`src/rtl/fetch_pkg.sv`:
```
// rtl/fetch_pkg.sv - shared constants and types for the instruction-fetch controller
// Contents: default widths, NOP encoding, reset PC, PC word-index type and
// the next-PC select enum used by if_fetch_ctrl.
package fetch_pkg;

    localparam int          PC_W_DEF     = 5;
    localparam int          INST_W_DEF   = 32;
    localparam logic [31:0] NOP_INST     = 32'h0000_0000;
    localparam int          RESET_PC_DEF = 0;

    typedef logic [PC_W_DEF-1:0] pc_idx_t;

    typedef enum logic [1:0] {
        NPC_SEQ,
        NPC_HOLD,
        NPC_BR,
        NPC_JMP
    } npc_sel_e;

endpackage

```
`src/rtl/fetch_perf_cnt.sv`:
```
// rtl/fetch_perf_cnt.sv - 16-bit saturating event counter with synchronous reset
// Ports:
//   clk - rising-edge clock
//   rst - synchronous active-high clear
//   en  - count one event this cycle
//   cnt - current count, sticks at 16'hFFFF
module fetch_perf_cnt (
    input  logic        clk,
    input  logic        rst,
    input  logic        en,
    output logic [15:0] cnt
);

    logic [15:0] cnt_q;

    always_ff @(posedge clk) begin
        if (rst) begin
            cnt_q <= 16'h0000;
        end else if (en && (cnt_q != 16'hFFFF)) begin
            cnt_q <= cnt_q + 16'h0001;
        end
    end

    assign cnt = cnt_q;

endmodule

```
`src/rtl/if_fetch_ctrl.sv`:
```
// rtl/if_fetch_ctrl.sv - PC register, ROM addressing and IF/ID register with stall and redirect
// Optional feature macro: FETCH_PERF_EN (adds saturating fetch/stall/flush counters).
// Ports:
//   clk, rst                  - clock, synchronous active-high reset
//   stall                     - hold PC and IF/ID
//   br_taken, br_target       - taken branch from ID and its word index
//   jmp_en, jmp_target        - jump from ID and its word index
//   rom_addr / rom_inst       - combinational ROM index (= PC) and returned word
//   ifid_inst, ifid_pc,
//   ifid_pc_plus1, ifid_valid - IF/ID pipeline register
//   perf_*_cnt                - event counters (FETCH_PERF_EN only)
module if_fetch_ctrl
    import fetch_pkg::*;
#(
    parameter int PC_W     = PC_W_DEF,
    parameter int INST_W   = INST_W_DEF,
    parameter int RESET_PC = RESET_PC_DEF
) (
    input  logic              clk,
    input  logic              rst,
    input  logic              stall,
    input  logic              br_taken,
    input  logic [PC_W-1:0]   br_target,
    input  logic              jmp_en,
    input  logic [PC_W-1:0]   jmp_target,
    output logic [PC_W-1:0]   rom_addr,
    input  logic [INST_W-1:0] rom_inst,
    output logic [INST_W-1:0] ifid_inst,
    output logic [PC_W-1:0]   ifid_pc,
    output logic [PC_W-1:0]   ifid_pc_plus1,
    output logic              ifid_valid
`ifdef FETCH_PERF_EN
    ,
    output logic [15:0]       perf_fetch_cnt,
    output logic [15:0]       perf_stall_cnt,
    output logic [15:0]       perf_flush_cnt
`endif
);

    logic [PC_W-1:0]   pc_q, pc_d;
    logic [PC_W-1:0]   pc_plus1;
    logic [INST_W-1:0] ifid_inst_q, ifid_inst_d;
    logic [PC_W-1:0]   ifid_pc_q, ifid_pc_d;
    logic [PC_W-1:0]   ifid_pc_plus1_q, ifid_pc_plus1_d;
    logic              ifid_valid_q, ifid_valid_d;
    npc_sel_e          npc_sel;

    // Natural modulo-2^PC_W wrap, 31 -> 0 for the default width.
    assign pc_plus1 = pc_q + PC_W'(1);
    assign rom_addr = pc_q;

    // Stall outranks redirect: ID re-presents a held branch, so dropping it here is safe.
    always_comb begin
        npc_sel = NPC_SEQ;
        if (stall) begin
            npc_sel = NPC_HOLD;
        end else if (br_taken) begin
            npc_sel = NPC_BR;
        end else if (jmp_en) begin
            npc_sel = NPC_JMP;
        end
    end

    always_comb begin
        pc_d            = pc_q;
        ifid_inst_d     = ifid_inst_q;
        ifid_pc_d       = ifid_pc_q;
        ifid_pc_plus1_d = ifid_pc_plus1_q;
        ifid_valid_d    = ifid_valid_q;
        unique case (npc_sel)
            NPC_HOLD: begin
            end
            NPC_BR, NPC_JMP: begin
                // The word currently on rom_inst is wrong-path; squash it to a bubble.
                pc_d            = (npc_sel == NPC_BR) ? br_target : jmp_target;
                ifid_inst_d     = INST_W'(NOP_INST);
                ifid_pc_d       = pc_q;
                ifid_pc_plus1_d = pc_plus1;
                ifid_valid_d    = 1'b0;
            end
            default: begin
                pc_d            = pc_plus1;
                ifid_inst_d     = rom_inst;
                ifid_pc_d       = pc_q;
                ifid_pc_plus1_d = pc_plus1;
                ifid_valid_d    = 1'b1;
            end
        endcase
    end

    always_ff @(posedge clk) begin
        if (rst) begin
            pc_q            <= PC_W'(RESET_PC);
            ifid_inst_q     <= INST_W'(NOP_INST);
            ifid_pc_q       <= '0;
            ifid_pc_plus1_q <= '0;
            ifid_valid_q    <= 1'b0;
        end else begin
            pc_q            <= pc_d;
            ifid_inst_q     <= ifid_inst_d;
            ifid_pc_q       <= ifid_pc_d;
            ifid_pc_plus1_q <= ifid_pc_plus1_d;
            ifid_valid_q    <= ifid_valid_d;
        end
    end

    assign ifid_inst     = ifid_inst_q;
    assign ifid_pc       = ifid_pc_q;
    assign ifid_pc_plus1 = ifid_pc_plus1_q;
    assign ifid_valid    = ifid_valid_q;

`ifdef FETCH_PERF_EN
    fetch_perf_cnt u_fetch_cnt (
        .clk (clk),
        .rst (rst),
        .en  (npc_sel == NPC_SEQ),
        .cnt (perf_fetch_cnt)
    );

    fetch_perf_cnt u_stall_cnt (
        .clk (clk),
        .rst (rst),
        .en  (stall),
        .cnt (perf_stall_cnt)
    );

    fetch_perf_cnt u_flush_cnt (
        .clk (clk),
        .rst (rst),
        .en  ((npc_sel == NPC_BR) || (npc_sel == NPC_JMP)),
        .cnt (perf_flush_cnt)
    );
`endif

endmodule

```
`config.mk`:
```
export PLATFORM = sky130hd
export DESIGN_NAME = if_fetch_ctrl
export DESIGN_NICKNAME = d
export VERILOG_FILES = /design/src/rtl/fetch_pkg.sv /design/src/rtl/fetch_perf_cnt.sv /design/src/rtl/if_fetch_ctrl.sv
export SDC_FILE = /design/constraint.sdc
export NUM_CORES = 1
export LEC_CHECK = 0
export ABC_CLOCK_PERIOD_IN_PS = 1330
export CAP_MARGIN = 20
export CORE_UTILIZATION = 37
export CTS_CLUSTER_DIAMETER = 60
export DETAILED_ROUTE_END_ITERATION = 6
export GPL_ROUTABILITY_DRIVEN = 0
export HOLD_SLACK_MARGIN = 0.1
export PLACE_DENSITY = 0.76
export SLEW_MARGIN = 20
export SYNTH_ARGS = -nofsm -noshare
export SYNTH_HDL_FRONTEND = slang
export SYNTH_SLANG_ARGS = --single-unit
```
`constraint.sdc`:
```
create_clock -name clk -period 1.33 [get_ports clk]
set_input_delay 0.399 -clock clk [delete_from_list [all_inputs] [get_ports clk]]
set_output_delay 0.399 -clock clk [all_outputs]
set_load 0.05 [all_outputs]
```
# ---- Word level (Yosys, flattened, before mapping)
# Index checks and enable logic that the tools add are counted.
dict set report totals {
  register_bits 48
  in_bits 47
  output_inout_bits 48
  word_cells 17
}
dict set report op_classes {
  addsub 1
  eq_ne 3
  muxes 7
  n_reduce_logical 1
}
# operator count
set ops {}
lappend ops {{one-hot mux 32 bit (2 select lines)} 1}
lappend ops {{one-hot mux 5 bit (2 select lines)} 1}
lappend ops {{2-to-1 mux 2 bit} 3}
lappend ops {{adder 5 x 1 -> 5 bit (second input constant)} 1}
lappend ops {{2-to-1 mux 5 bit} 1}
lappend ops {{== test 2 bit (second input constant)} 2}
lappend ops {{== test 2 x 1 -> 1 bit (second input constant)} 1}
lappend ops {{one-hot mux 1 bit (2 select lines)} 1}
lappend ops {{OR reduction 2 bit} 1}

# ---- Longest topological paths before layout
dict set report depth {
  ltp_word 6
  depth_mapped 5
  ltp_nobuf 4
}

# ---- Worst setup path after synthesis
# No wires, ideal clock.
dict set report synth_timing {
  path_kind {reg2reg}
  from {register pc_q[0], in the netlist rom_addr[0]}
  to {register pc_q[2], in the netlist rom_addr[2]}
  setup_ns 0.066
  arrival_ns 1.774
  t_required_ns 1.264
  slack_ns -0.510
  stages_incl_launch_ff 5
  path_buffers 0
  synth_period_minus_slack_ns 1.840
  cell_sequence {dfxtp_1 -> ha_1 -> or4b_1 -> a31o_1 -> a21oi_2}
}
dict set report synth_between {
  elab_chain_len 2
}
# element line
set synth_rtl {}
lappend synth_rtl {{from (decl)} if_fetch_ctrl.sv:40} ;# logic [PC_W-1:0] pc_q, pc_d;
lappend synth_rtl {{from (signal assigned)} if_fetch_ctrl.sv:93} ;# pc_q <= PC_W'(RESET_PC);
lappend synth_rtl {{from (signal assigned)} if_fetch_ctrl.sv:99} ;# pc_q <= pc_d;
lappend synth_rtl {{adder 5 x 1 -> 5 bit} if_fetch_ctrl.sv:49} ;# assign pc_plus1 = pc_q + PC_W'(1);
lappend synth_rtl {{one-hot mux 5 bit (2 select lines)} if_fetch_ctrl.sv:70} ;# unique case (npc_sel)
# No other way between the ends.
# A chain may end at the register's enable or synchronous reset.

# ---- Final worst setup path
dict set report layout_timing {
  from {register pc_q[0], in the netlist rom_addr[0]}
  to {output rom_addr[0]}
}
# element line
set layout_rtl {}
lappend layout_rtl {{to (decl)} if_fetch_ctrl.sv:26} ;# output logic [PC_W-1:0] rom_addr,
# No word-level cell between the ends.

==> results.tsv <==
metric	value	unit
p_clk_share	27.2	%
critPathArrivalTime	920	ps
synth_area_per_cell	8.85	sq um
drive_gt1_share	26.6	%
power	3250	uW
synth_top_area_share	47.2	%
finalHoldViolCount	0	
slew_viol_final	0	
avgViaCountPerCell	4.92	
ys_warn_count	0	
initial_core_util	39.1	%
place_area	3610	sq um
grt_max_degree	33	
synthArstFlopShare	0	%
first_pass_iters	4	
crit_chain	buf_6 -> buf_12	
comb_power_share	25.1	%
cp_slowest_cell	dfxtp_4	
port_buffers	94	
synth_seq_cells	48	
synth_cells	230	
synth.cell_area	2040	sq um
cts_hold_buf	0	
synth_edf_count	0	
worst_ep_required_time	930	ps
post-dp-hpwl	3.84	mm
r2r_start	rom_addr[0]	
path_class	flop to output port	
antenna_found_initial	0	
path_clk_slew	80	ps
dr_total_vias	1988	
post_drt_wl_per_cell	13.0	microns
area_growth	84.0	%
wl	5.25	mm
cts_tree	built	
synthTopCellsByArea	dfxtp_1 (47%), nand3b_1 (13%), a21oi_1 (10%), nand2_1 (6.1%), mux2i_1 (4.4%)	
fin_skew	4.68	ps
rsz0062_at_grt	true	
diodes	0	
max_cap_violations	0	
finalSetupViolations	0	
drc	0	
placementRows	26	
grt_overflow	0	
setup_slack	14.6	ps
dp_cells	391	
fin_crit	1320	ps
detail-route-antenna-nets	0	
synth.distinct_cells	34	
hp-start	rst	
ys_seq_area_share	47.2	%
r2r_slack	40	ps
synth.most_common_cell	dfxtp_1	
grt_pass1_vias	1873	
min_path_cells	2	
fin_nets	381	
p_switching	893	uW
chipWidth	76.2	microns
power_density	866	nW/um^2
clock-root-buffer	clkbuf_8	
intPower	2350	uW
ir_drop	0.569	mV
grt_usage	18.0	%
cts_buffers	5	
finalCritPeriodShare	98.9	%
status	finished, final reports clean	
syn_nets	278	
worst_pin_slew	343	ps
final_area	3750	sq um
switching_share	27.5	%
ioPinCount	95	
place_ws	-389	ps
critPathBufInv	2	
core_area	5200	sq um
cpLargestDelayFamily	flip-flops	
clock-sinks	48	
holdPathEnd	ifid_pc[1]	
worstRegToRegCells	4	
critical-path-max-stage-delay	370	ps
cp-end-kind	output port	
synth_top_cell_by_area	dfxtp_1	
fin_cells	404	
die-area	5800	sq um
leakagePower	0.00142	uW
first_iter_violations	63	
die_y	76.2	microns
seqPwrFrac	47.7	%
cts_buffer_depth	2	
synthTopCellsByCount	dfxtp_1 (48), a21oi_1 (41), nand3b_1 (35)	
grt_pass1_wl	8.53	mm
hp-class	input pin to flop	
slew_headroom	77.1	%
clk_latency	290	ps
start_kind	flop	
htreeDepth	2	
r2r_end	rom_addr[2]	
synth_flop_cell	dfxtp_1	
crit_fanout	2	
max_freq	760	MHz
## repair_timing
action / in CTS / in global routing
setup endpoints to repair: 40 / 4
buffers inserted: 1 / 4
pin swaps: 2 / 2
gates resized for setup: 6 / 0
## sequential cells by signal, summed over array words and instances, names as in the netlist
| signal | cells |
|---|---|
| rom_addr | 5 |
| ifid_inst | 32 |
| ifid_pc | 5 |
| ifid_valid | 1 |
| ifid_pc_plus1 | 5 |
## area by class of cell
cell class                 instances  area [sq um]
clock inverter                     1          6.26
sequential                        48           972
tap                               70          87.6
multi-input combinational        158           956
timing repair buffer             116          1620
clock buffer                       7          86.3
inverter                           4          15.0
fill                             387          1460
## through the flow
stage	TNS [ps]	utilization [%]	hold WS, ps
after floorplan	-101	-	563
after global placement	-11540	69.3	475
after detailed placement	-12830	69.3	482
after CTS	-6.99	71.4	481
after global routing	-25.9	72.0	499
final	0	72.0	484
## cell families after synthesis
| family | after synthesis | share of synthesized area, % |
|---|---|---|
| multiplexers | 10 | 4.98 |
| XOR/XNOR | 3 | 1.29 |
| adder cells (fa/ha/maj) | 1 | 0.615 |
| AND/OR/NAND/NOR | 92 | 25.1 |
| flip-flops | 48 | 47.2 |
| buffers and inverters | 24 | 6.58 |
| AO/OA/AOI/OAI | 52 | 14.2 |
## power groups by stage
stage / Combinational [uW] / Clock (uW) / Sequential (uW)
global route: 862 / 982 / 1550
floorplan: 203 / 0 / 1730
global placement: 792 / 0 / 1580
CTS: 809 / 920 / 1550
finish: 815 / 884 / 1550
detailed placement: 801 / 0 / 1580
## layer usage
metal / part of all wire [%] / vias up / wire (microns) / global-route usage (%)
met5: 0 / - / 0 / 0
met4: 1.4 / 0 / 76 / 7.69
met3: 6.4 / 8 / 336 / 3.95
met2: 49 / 69 / 2570 / 31.3
met1: 43 / 916 / 2270 / 21.4
li1: - / 995 / - / -
## worst max path at each step
stage | startpoint | end | cells after the start
floorplan | rom_addr[0] | rom_addr[2] | 4
global placement | br_taken | rom_addr[2] | 4
detailed placement | jmp_en | rom_addr[2] | 4
CTS | rom_addr[0] | rom_addr[2] | 4
global route | rom_addr[0] | rom_addr[0] | 2
finish | rom_addr[0] | rom_addr[0] | 2
## layout by cell type, fill, tap and decap left out, types with 2 or more instances in the layout
cell             Yosys  final
a21oi_1             41     41
and4_2               2      2
buf_12               0     51
buf_2                5      2
buf_4                2     16
buf_6                1      3
clkbuf_8             0      6
clkdlybuf4s50_1      0     42
dfxtp_1             48     43
dfxtp_2              0      3
dfxtp_4              0      2
dlygate4sd2_1        0      2
inv_1                4      4
mux2i_1              9      9
nand2_1             33     33
nand3_1              3      3
nand3b_1            35     35
nor2_1              12     11
nor3_1               2      2
o211ai_1             2      2
o21a_1               2      2
xnor2_1              2      2
No activity file was read; power rests on OpenSTA's default activity.
